==> src/rtl/vga_pkg.sv <==
// Shared constants for the VGA raster controller: default timing,
// config register addresses and the run-control state encoding.
package vga_pkg;

    // Default 640x480@60 timing, applied at reset
    localparam int DEF_HS   = 96;
    localparam int DEF_HBP  = 48;
    localparam int DEF_HACT = 640;
    localparam int DEF_HFP  = 16;
    localparam int DEF_VS   = 2;
    localparam int DEF_VBP  = 33;
    localparam int DEF_VACT = 480;
    localparam int DEF_VFP  = 10;

    // Config register map
    localparam logic [2:0] CFG_HS   = 3'd0;
    localparam logic [2:0] CFG_HBP  = 3'd1;
    localparam logic [2:0] CFG_HACT = 3'd2;
    localparam logic [2:0] CFG_HFP  = 3'd3;
    localparam logic [2:0] CFG_VS   = 3'd4;
    localparam logic [2:0] CFG_VBP  = 3'd5;
    localparam logic [2:0] CFG_VACT = 3'd6;
    localparam logic [2:0] CFG_VFP  = 3'd7;

    typedef enum logic [1:0] {
        ST_IDLE = 2'd0,
        ST_RUN  = 2'd1,
        ST_STOP = 2'd2
    } state_e;

endpackage

==> src/rtl/vga_pix_if.sv <==
// Upstream pixel stream: valid/ready handshake carrying one {r,g,b} pixel.
interface vga_pix_if;
    logic        pix_valid;
    logic [23:0] pix_rgb;
    logic        pix_ready;

    modport master (output pix_valid, output pix_rgb, input  pix_ready);
    modport slave  (input  pix_valid, input  pix_rgb, output pix_ready);
endinterface

==> src/rtl/vga_axis_counter.sv <==
// One raster axis (H or V): position counter plus SYNC/BP/ACTIVE/FP phase decode.
module vga_axis_counter #(
    parameter int CW = 16
) (
    input  logic          clk,
    input  logic          rst_n,
    input  logic          clear,
    input  logic          advance,
    input  logic [CW-1:0] seg_sync,
    input  logic [CW-1:0] seg_bp,
    input  logic [CW-1:0] seg_act,
    input  logic [CW-1:0] seg_fp,
    output logic [CW+1:0] cnt,
    output logic          in_sync,
    output logic          in_active,
    output logic          at_last
);
    localparam int TW = CW + 2;

    logic [TW-1:0] cnt_q, cnt_d;
    logic [TW-1:0] end_sync, end_bp, end_act, total;

    // Segment boundaries; two extra bits keep the 4-term sum from overflowing
    always_comb begin
        end_sync = TW'(seg_sync);
        end_bp   = end_sync + TW'(seg_bp);
        end_act  = end_bp + TW'(seg_act);
        total    = end_act + TW'(seg_fp);
    end

    assign at_last   = (cnt_q == total - TW'(1));
    assign in_sync   = (cnt_q < end_sync);
    assign in_active = (cnt_q >= end_bp) && (cnt_q < end_act);
    assign cnt       = cnt_q;

    // Next position: held at 0 when stopped, wraps after the last cycle
    always_comb begin
        // NOTE: default first so every path assigns cnt_d and no latch is inferred
        cnt_d = cnt_q;
        if (clear) begin
            cnt_d = '0;
        end else if (advance) begin
            cnt_d = at_last ? '0 : cnt_q + TW'(1);
        end
    end

    // Position register
    always_ff @(posedge clk or negedge rst_n) begin
        // NOTE: sequential state uses non-blocking assignments only
        if (!rst_n) cnt_q <= '0;
        else        cnt_q <= cnt_d;
    end

endmodule

==> src/rtl/vga_timing_ctrl.sv <==
// Programmable VGA raster controller: timing register file with frame-boundary
// shadow copy, run/stop FSM, H/V counters, registered RGB/sync outputs.
module vga_timing_ctrl #(
    parameter int CW       = 16,
    parameter int DEF_HS   = vga_pkg::DEF_HS,
    parameter int DEF_HBP  = vga_pkg::DEF_HBP,
    parameter int DEF_HACT = vga_pkg::DEF_HACT,
    parameter int DEF_HFP  = vga_pkg::DEF_HFP,
    parameter int DEF_VS   = vga_pkg::DEF_VS,
    parameter int DEF_VBP  = vga_pkg::DEF_VBP,
    parameter int DEF_VACT = vga_pkg::DEF_VACT,
    parameter int DEF_VFP  = vga_pkg::DEF_VFP
) (
    input  logic          clk,
    input  logic          rst_n,
    input  logic          enable,
    input  logic          cfg_we,
    input  logic [2:0]    cfg_addr,
    input  logic [CW-1:0] cfg_wdata,
    vga_pix_if.slave      pix,
    output logic [7:0]    r,
    output logic [7:0]    g,
    output logic [7:0]    b,
    output logic          hsync,
    output logic          vsync,
    output logic          frame_start,
    output logic          underflow,
    input  logic          underflow_clr
);
    import vga_pkg::*;

    localparam logic [7:0][CW-1:0] DEF_TAB = {
        CW'(DEF_VFP), CW'(DEF_VACT), CW'(DEF_VBP), CW'(DEF_VS),
        CW'(DEF_HFP), CW'(DEF_HACT), CW'(DEF_HBP), CW'(DEF_HS)
    };

    state_e              state_q, state_d;
    logic [7:0][CW-1:0]  pend_q, pend_d, act_q, act_d;
    logic [23:0]         rgb_q, rgb_d;
    logic                hsync_q, hsync_d, vsync_q, vsync_d;
    logic                fs_q, fs_d, uf_q, uf_d;

    logic [CW+1:0]       h_cnt, v_cnt;
    logic                h_sync, h_act, h_last;
    logic                v_sync, v_act, v_last;
    logic                running, frame_last;

    assign running    = (state_q != ST_IDLE);
    assign frame_last = running && h_last && v_last;

    vga_axis_counter #(.CW(CW)) u_hcnt (
        .clk      (clk),
        .rst_n    (rst_n),
        .clear    (!running),
        .advance  (running),
        .seg_sync (act_q[CFG_HS]),
        .seg_bp   (act_q[CFG_HBP]),
        .seg_act  (act_q[CFG_HACT]),
        .seg_fp   (act_q[CFG_HFP]),
        .cnt      (h_cnt),
        .in_sync  (h_sync),
        .in_active(h_act),
        .at_last  (h_last)
    );

    vga_axis_counter #(.CW(CW)) u_vcnt (
        .clk      (clk),
        .rst_n    (rst_n),
        .clear    (!running),
        .advance  (running && h_last),
        .seg_sync (act_q[CFG_VS]),
        .seg_bp   (act_q[CFG_VBP]),
        .seg_act  (act_q[CFG_VACT]),
        .seg_fp   (act_q[CFG_VFP]),
        .cnt      (v_cnt),
        .in_sync  (v_sync),
        .in_active(v_act),
        .at_last  (v_last)
    );

    assign pix.pix_ready = running && h_act && v_act;

    // Register file: writes land in pending (0 clamped to 1); active follows only between frames
    always_comb begin
        pend_d = pend_q;
        act_d  = act_q;
        if (cfg_we) begin
            pend_d[cfg_addr] = (cfg_wdata == '0) ? CW'(1) : cfg_wdata;
        end
        if (state_q == ST_IDLE || frame_last) begin
            act_d = pend_q;
        end
    end

    // Run control: stopping always lets the current frame finish
    always_comb begin
        state_d = state_q;
        unique case (state_q)
            ST_IDLE: if (enable) state_d = ST_RUN;
            ST_RUN:  if (!enable) state_d = frame_last ? ST_IDLE : ST_STOP;
            ST_STOP: if (enable) state_d = ST_RUN;
                     else if (frame_last) state_d = ST_IDLE;
            default: state_d = ST_IDLE;
        endcase
    end

    // Output stage: colour, syncs and frame marker from this cycle's counter state
    always_comb begin
        rgb_d   = '0;
        if (pix.pix_ready && pix.pix_valid) rgb_d = pix.pix_rgb;
        hsync_d = !(running && h_sync);
        vsync_d = !(running && v_sync);
        fs_d    = running && (h_cnt == '0) && (v_cnt == '0);
        // A new underflow outranks a concurrent clear
        uf_d    = (pix.pix_ready && !pix.pix_valid) || (uf_q && !underflow_clr);
    end

    // State, register file and output registers
    always_ff @(posedge clk or negedge rst_n) begin
        if (!rst_n) begin
            state_q <= ST_IDLE;
            // NOTE: the small timing register file is reset on purpose; its defaults define the raster
            pend_q  <= DEF_TAB;
            act_q   <= DEF_TAB;
            rgb_q   <= '0;
            hsync_q <= 1'b1;
            vsync_q <= 1'b1;
            fs_q    <= 1'b0;
            uf_q    <= 1'b0;
        end else begin
            state_q <= state_d;
            pend_q  <= pend_d;
            act_q   <= act_d;
            rgb_q   <= rgb_d;
            hsync_q <= hsync_d;
            vsync_q <= vsync_d;
            fs_q    <= fs_d;
            uf_q    <= uf_d;
        end
    end

    assign {r, g, b}   = rgb_q;
    assign hsync       = hsync_q;
    assign vsync       = vsync_q;
    assign frame_start = fs_q;
    assign underflow   = uf_q;

endmodule

==> src/flat_wrapper.sv <==
// flat-port wrapper written by rule: the top's interface ports become plain ports
module vga_timing_ctrl_flat import vga_pkg::*;
#(
    parameter int CW       = 16,
    parameter int DEF_HS   = vga_pkg::DEF_HS,
    parameter int DEF_HBP  = vga_pkg::DEF_HBP,
    parameter int DEF_HACT = vga_pkg::DEF_HACT,
    parameter int DEF_HFP  = vga_pkg::DEF_HFP,
    parameter int DEF_VS   = vga_pkg::DEF_VS,
    parameter int DEF_VBP  = vga_pkg::DEF_VBP,
    parameter int DEF_VACT = vga_pkg::DEF_VACT,
    parameter int DEF_VFP  = vga_pkg::DEF_VFP
)
  (clk, rst_n, enable, cfg_we, cfg_addr, cfg_wdata, r, g, b, hsync, vsync, frame_start, underflow, underflow_clr, pix_pix_valid, pix_pix_rgb, pix_pix_ready);
  vga_pix_if pix_i ();
  input  logic clk;
  input  logic rst_n;
  input  logic enable;
  input  logic cfg_we;
  input  logic [2:0] cfg_addr;
  input  logic [CW-1:0] cfg_wdata;
  output logic [7:0] r;
  output logic [7:0] g;
  output logic [7:0] b;
  output logic hsync;
  output logic vsync;
  output logic frame_start;
  output logic underflow;
  input  logic underflow_clr;
  input wire logic [$bits(pix_i.pix_valid)-1:0] pix_pix_valid;
  input wire logic [$bits(pix_i.pix_rgb)-1:0] pix_pix_rgb;
  output wire logic [$bits(pix_i.pix_ready)-1:0] pix_pix_ready;
  assign pix_i.pix_valid = pix_pix_valid;
  assign pix_i.pix_rgb = pix_pix_rgb;
  assign pix_pix_ready = pix_i.pix_ready;
  vga_timing_ctrl #(.CW(CW), .DEF_HS(DEF_HS), .DEF_HBP(DEF_HBP), .DEF_HACT(DEF_HACT), .DEF_HFP(DEF_HFP), .DEF_VS(DEF_VS), .DEF_VBP(DEF_VBP), .DEF_VACT(DEF_VACT), .DEF_VFP(DEF_VFP)) u_core (.clk(clk), .rst_n(rst_n), .enable(enable), .cfg_we(cfg_we), .cfg_addr(cfg_addr), .cfg_wdata(cfg_wdata), .pix(pix_i), .r(r), .g(g), .b(b), .hsync(hsync), .vsync(vsync), .frame_start(frame_start), .underflow(underflow), .underflow_clr(underflow_clr));
endmodule
==> config.mk <==
export PLATFORM = sky130hd
export DESIGN_NAME = vga_timing_ctrl_flat
export DESIGN_NICKNAME = d
export VERILOG_FILES = /design/src/rtl/vga_pkg.sv /design/src/rtl/vga_pix_if.sv /design/src/rtl/vga_axis_counter.sv /design/src/rtl/vga_timing_ctrl.sv /design/src/flat_wrapper.sv
export SDC_FILE = /design/constraint.sdc
export NUM_CORES = 1
export LEC_CHECK = 0
export ABC_AREA = 1
export CAP_MARGIN = 15
export CORE_MARGIN = 2
export CORE_UTILIZATION = 55
export CTS_CLUSTER_DIAMETER = 60
export CTS_CLUSTER_SIZE = 8
export DETAILED_ROUTE_END_ITERATION = 6
export PLACE_DENSITY = 0.74
export REMOVE_ABC_BUFFERS = 1
export SYNTH_ARGS = -nofsm -noshare
export SYNTH_HDL_FRONTEND = slang
export SYNTH_SLANG_ARGS = --single-unit
==> constraint.sdc <==
create_clock -name clk -period 8.05 [get_ports clk]
set_clock_uncertainty 0.1 [all_clocks]
set_input_delay 1.2075 -clock clk [delete_from_list [all_inputs] [get_ports clk]]
set_output_delay 1.2075 -clock clk [all_outputs]
set_load 0.02 [all_outputs]
Word level (Yosys, flattened, before mapping)
Index checks and enable logic that the tools add are counted.
{"block": "word_totals", "register_bits": 322, "latchBits": 0, "ram_bits": 0, "mem_bits_ro": 0, "in_bits": 49, "out_inout_bits": 29, "wordCells": 92, "mem_count": 0}
{"block": "op_classes", "n_addsub": 10, "mul": 0, "div": 0, "order_cmp": 8, "n_eq_ne": 8, "shift": 0, "muxes": 16, "n_bitwise": 0, "reduce_logical": 26}
{"op": "128-bit bitwise mux", "n": 1}
{"op": "18-bit two-way mux", "n": 5}
{"op": "18-bit by 16-bit adder with 18-bit output", "n": 4}
{"op": "16-bit demux with 3-bit select", "n": 1}
{"op": "18-bit by 1-bit adder with 18-bit output, second input constant", "n": 2}
{"op": "18-bit equality test", "n": 2}
{"op": "18-bit greater-or-equal comparator", "n": 2}
{"op": "18-bit logical NOT", "n": 2}
{"op": "18-bit by 16-bit less-than comparator with 1-bit output", "n": 2}
{"op": "18-bit less-than comparator", "n": 2}
{"op": "18-bit by 1-bit subtractor with 18-bit output, second input constant", "n": 2}
{"op": "16-bit by 16-bit adder with 17-bit output", "n": 2}
{"op": "16-bit two-way mux", "n": 2}
{"op": "24-bit two-way mux", "n": 1}
{"op": "16-bit logical NOT", "n": 1}
{"op": "1-bit logical AND", "n": 14}
{"op": "2-bit two-way mux", "n": 5}
{"op": "2-bit inequality test, second input constant", "n": 3}
{"op": "2-bit case mux with 3 select lines", "n": 1}
{"op": "1-bit logical NOT", "n": 4}
{"op": "3-bit by 4-bit less-than comparator with 1-bit output, second input constant", "n": 1}
{"op": "3-bit by 1-bit greater-or-equal comparator with 1-bit output, second input constant", "n": 1}
{"op": "3-bit by 2-bit inequality test with 1-bit output, second input constant", "n": 1}
{"op": "3-bit AND reduction", "n": 1}
{"op": "5 further kinds", "n": 6}

Logic depth before layout (Yosys ltp)
Gate-level depths: netlist of run 1.
{"block": "depth", "depth_word": 10, "mapped_depth": 41, "ltp_nobuf": 39}

Modules after synthesis
A second synthesis of run 1 with hierarchy kept.
{"block": "hier_totals", "hier_cells": 2933, "area_unflattened_um2": 21804.7}
{"module": "vga_timing_ctrl", "instances": 1, "cells_per_inst": 1161, "area_per_inst_um2": 10905.5}
{"module": "vga_axis_counter at u_core.u_vcnt", "instances": 1, "cells_per_inst": 913, "area_per_inst_um2": 5536.6}
{"module": "vga_axis_counter at u_core.u_hcnt", "instances": 1, "cells_per_inst": 859, "area_per_inst_um2": 5362.6}

Worst setup path before layout of run 1
Ideal clock, no wire load.
{"block": "synth_timing", "path_kind": "register to output", "start": "reg u_core.act_q[0] (netlist bit)", "end": "out pix_pix_ready", "t_arrival_ns": 4.173, "required_time_ns": 6.743, "slack_ns": 2.569, "path_stages_with_launch": 30, "path_buffers": 0, "cell_sequence": "dfrtp_1 ha_1 inv_1 fa_1 nand3b_1 nand2_1 nand2_1 nand2_1 a21oi_1 o21ai_0 a31o_2 xor2_1 inv_1 ha_1 nand2_1 nor2_1 nand2_1 inv_1 nand2_1 nand2_1 a21oi_1 nand2_1 nand2_1 ha_1 nand2_1 nor2_1 a211oi_1 o211ai_1 nor2_1 and2_1"}
{"block": "synth_between", "elab_chain_len": 6}
{"item": "start, declared", "line_no": "vga_timing_ctrl.sv:38", "source": "logic [7:0][CW-1:0] pend_q, pend_d, act_q, act_d;"}
{"item": "start signal, assigned", "line_no": "vga_timing_ctrl.sv:133", "source": "act_q <= act_d;"}
{"item": "16-bit by 16-bit adder with 17-bit output *", "line_no": "vga_axis_counter.sv:26", "source": "end_bp = end_sync + TW'(seg_bp);"}
{"item": "18-bit by 16-bit adder with 18-bit output", "line_no": "vga_axis_counter.sv:27", "source": "end_act = end_bp + TW'(seg_act);"}
{"item": "18-bit less-than comparator", "line_no": "vga_axis_counter.sv:33", "source": "assign in_active = (cnt_q >= end_bp) && (cnt_q < end_act);"}
{"item": "1-bit logical AND *", "line_no": "vga_axis_counter.sv:33"}
{"item": "1-bit logical AND * (2 in a row)", "line_no": "vga_timing_ctrl.sv:81", "source": "assign pix.pix_ready = running && h_act && v_act;"}
{"item": "end, declared", "line_no": "flat_wrapper.sv:32", "source": "output wire logic [$bits(pix_i.pix_ready)-1:0] pix_pix_ready;"}
Mark *: on every way between the ends. The rest lies on a longest branch, timed or not.

Final worst setup path of run 1
{"block": "layout_timing", "start": "reg u_core.act_q[68] (netlist bit)", "end": "out pix_pix_ready"}
{"block": "layout_between", "elab_chain_len": 5}
{"item": "16-bit by 16-bit adder with 17-bit output *", "line_no": "vga_axis_counter.sv:26"}
{"item": "18-bit by 16-bit adder with 18-bit output", "line_no": "vga_axis_counter.sv:27"}
{"item": "18-bit less-than comparator", "line_no": "vga_axis_counter.sv:33"}
{"item": "1-bit logical AND *", "line_no": "vga_axis_counter.sv:33"}
{"item": "1-bit logical AND *", "line_no": "vga_timing_ctrl.sv:81"}
Marked as above.

==> impl_results.md, run 1 <==
* Worst setup startpoint: u_core.act_q[68]$_DFFE_PN0P_
* Total GRT Usage at 29.1%
* Most common cell in the netlist: nand2_1
* Period minus WS final at 7.36 ns
* Fmax at 0.136 GHz
* Core area at 39,500 sq um
* Resized Gates After CTS at 0
* Initial DRT Pass Iterations at 6
* Clk buf depth at 3
* Fillers at 3,506
* Netlist Area Pre-Place at 21,900 sq um
* Worst min path class: flip-flop to flip-flop
* Starting density of the core at 55.4%
* Post-Route WL at 58,600 um
* Port Buffers at 77
* Routed via count at 19,036
* R2r startpoint: u_core.act_q[0]$_DFFE_PN0P_
* Overflow after GRT at 0
* Clock-pin slew on the worst setup and hold paths at 0.05 ns
* Post-DR vias/cell at 5.42
* Initial drt markers at 1,501
* Worst path max stage delay at 0.60 ns
* Synth-to-Final Area Change at 12.2%
* Postcts setup bufs at 0
* Clock latency on the worst-skew pair at 0.60 ns
* Yosys reg bits at 322
* Period utilization at 91.4%
* Cells after Synth at 2,877
* Final Hold Violating Endpoints at 0
* Asr flop ratio synth at 100%
* Hpwl dp at 42,800 um
* Chip width at 203 um
* Post-synthesis average cell area at 7.60 sq um
* Initial antenna violation count at 1
* RSZ-0062 raised after global routing: false
* Crit Path Category: flip-flop to primary output
* CP most frequent cell: nand2_1
* Tightest Pin Transition at 1.16 ns
* ANT cells at 0
* First-pass GRT wire length at 95,900 um
* Status: finished clean
* Multi-input gate area at 11,700 sq um
* CP Capture Type: primary output
* WL per Instance at 16.7 um
* Final Wtd Congestion at 0.956
* Seq/Total Area, Yosys at 37.0%
* CTS tree: done
* CP Data Required Time at 6.74 ns
* Register area at 8100 sq um
* Share of layout cells above drive strength 1 at 8.31%
* Slowest-stage cell, CP: clkdlybuf4s50_1
* Post-synth EDFFs at 0
* Rows at 73
* Top FF cell, synth: dfrtp_1
* Antenna Nets Post-Route at 0
* Max Cap Viol at 0
* IO Pins at 78
* H-tree depth at 2
* TNS Setup at 0 ns
* Final setup vio count at 0
* Slew HR at 22.7%
* Crit Path Max Fanout at 6
* Leading area contributor after synthesis: dfrtp_1
* Commonest cells in the netlist: nand2_1 (757), inv_1 (410), dfrtp_1 (288)
* # DRC at 0
* Startpoint types: flip-flop
* Worst path arrival time at 6.05 ns
* Final max-slew violation count at 0
* Hold_sp: u_core.pend_q[65]$_DFFE_PN1P_
* Top cells by area, synth: dfrtp_1 (33%), nand2_1 (13%), ha_1 (13%)
* Yosys warns at 0
* Die ar. at 41,400 sq um
* Die H at 203 um
* CTS Buf Count at 50
* Largest net degree at the start of global routing at 182
* Clock Sinks at 322
* Yosys top cell area share at 32.9%
* Netlist cell types at 50
* # hold bufs at CTS at 0
* Vias in the first global route at 18,663
* Fin nets at 3,227
* Clk Tree Root Cell: clkbuf_16
path summary, 6_finish.rpt:
kind / endpoint / cells after the start / slack (ns)
hold reg to reg: u_core.act_q[65]$_DFFE_PN1P_ / 2 / 0.36
max in group asynchronous: u_core.u_vcnt.cnt[8]$_DFFE_PN0P_ / 2 / 5.59
setup / recovery: pix_pix_ready / 29 / 0.69
hold / removal: u_core.act_q[65]$_DFFE_PN1P_ / 2 / 0.36
min in group asynchronous: u_core.pend_q[18]$_DFFE_PN0P_ / 1 / 0.66
setup reg to reg: u_core.act_q[86]$_DFFE_PN0P_ / 36 / 1.22
layer usage:
metal / track usage, % / wire length [um]
met3: 5.50 / 4220
met2: 45.3 / 25600
met1: 41.5 / 27500
met5: 0 / 0
met4: 8.00 / 1300
sequential cells by signal, summed over array words and instances (netlist names):
signal	count
u_core.frame_start	1
u_core.rgb_q	24
u_core.state_q	2
u_core.u_hcnt.cnt	18
u_core.u_vcnt.cnt	18
u_core.pend_q	128
u_core.act_q	128
u_core.vsync	1
u_core.underflow	1
u_core.hsync	1
cell type report:
type | instances | area share (%)
Tap cell | 525 | 2.68
Multi-Input combinational cell | 2059 | 47.8
Clock buffer | 79 | 5.54
Timing Repair Buffer | 95 | 3.92
Inverter | 420 | 6.44
Clock inverter | 10 | 0.663
Sequential cell | 322 | 33.0
critical path, delay by kind of cell, from the launching register on:
| kind | cells | cell delay (ns) |
|---|---|---|
| buffers and inverters | 5 | 0.88 |
| xor gates and xnor gates | 1 | 0.29 |
| adders and majority gates | 3 | 0.91 |
| DFF | 1 | 0.40 |
| and+or+nand+nor | 13 | 1.53 |
| AOI/OAI and AO/OA | 7 | 1.45 |
cells in the final DEF (no fill, tap or decap), types with 6 or more instances in the layout:
cell	n
a211oi_1	7
a21oi_1	125
a31oi_1	11
and2_1	8
buf_4	14
clkbuf_1	29
clkbuf_16	50
clkdlybuf4s50_1	76
dfrtp_1	288
dfstp_2	34
fa_1	6
ha_1	224
inv_1	409
inv_2	7
nand2_1	756
nand2_2	106
nand3_1	228
nand3b_1	7
nand4_1	37
nor2_1	192
nor3_1	19
nor4_1	17
o21ai_0	156
o21bai_1	7
xnor2_1	33
xor2_1	71
cells by family after synthesis:
kind of cell	after synthesis	share of synthesized area, %
AND/OR/NAND/NOR	1393	27.7
buffers and inverters	496	9.50
AO/OA/AOI/OAI	331	8.18
flip-flops	322	37.0
adder cells (fa/ha/maj)	230	13.4
XOR/XNOR	104	4.16
multiplexers	1	0.0515
per-stage QoR:
stage | cells | util [%] | instance area [sq um] | hold WS (ns) | worst slack, ns
5_1_grt | 3510 | 62.2 | 24500 | 0.383 | 0.0646
2_1_floorplan | 2801 | - | 21400 | 0.337 | 0.675
3_3_place_gp | 3421 | 58.3 | 23000 | 0.352 | 1.22
4_1_cts | 3510 | 62.2 | 24500 | 0.364 | 0.482
3_5_place_dp | 3421 | 58.3 | 23000 | 0.357 | 1.13
6_report | 3510 | 62.2 | 24500 | 0.359 | 0.691
Power of run 1 is not shown: default switching activity piles up to over one toggle a cycle in this logic, so the estimate is an artifact.
==> inputs of run 2 (changes only) <==
--- a/config.mk
+++ b/config.mk
@@ -12,6 +12,7 @@
 export CTS_CLUSTER_DIAMETER = 60
 export CTS_CLUSTER_SIZE = 8
 export DETAILED_ROUTE_END_ITERATION = 6
+export GPL_TIMING_DRIVEN = 1
 export PLACE_DENSITY = 0.74
 export REMOVE_ABC_BUFFERS = 1
 export SYNTH_ARGS = -nofsm -noshare
==> results of run 2 <==
Same layout as run 1: the final DEF is identical, and so are final timing and power.
Power of run 2 is left out for the same reason.
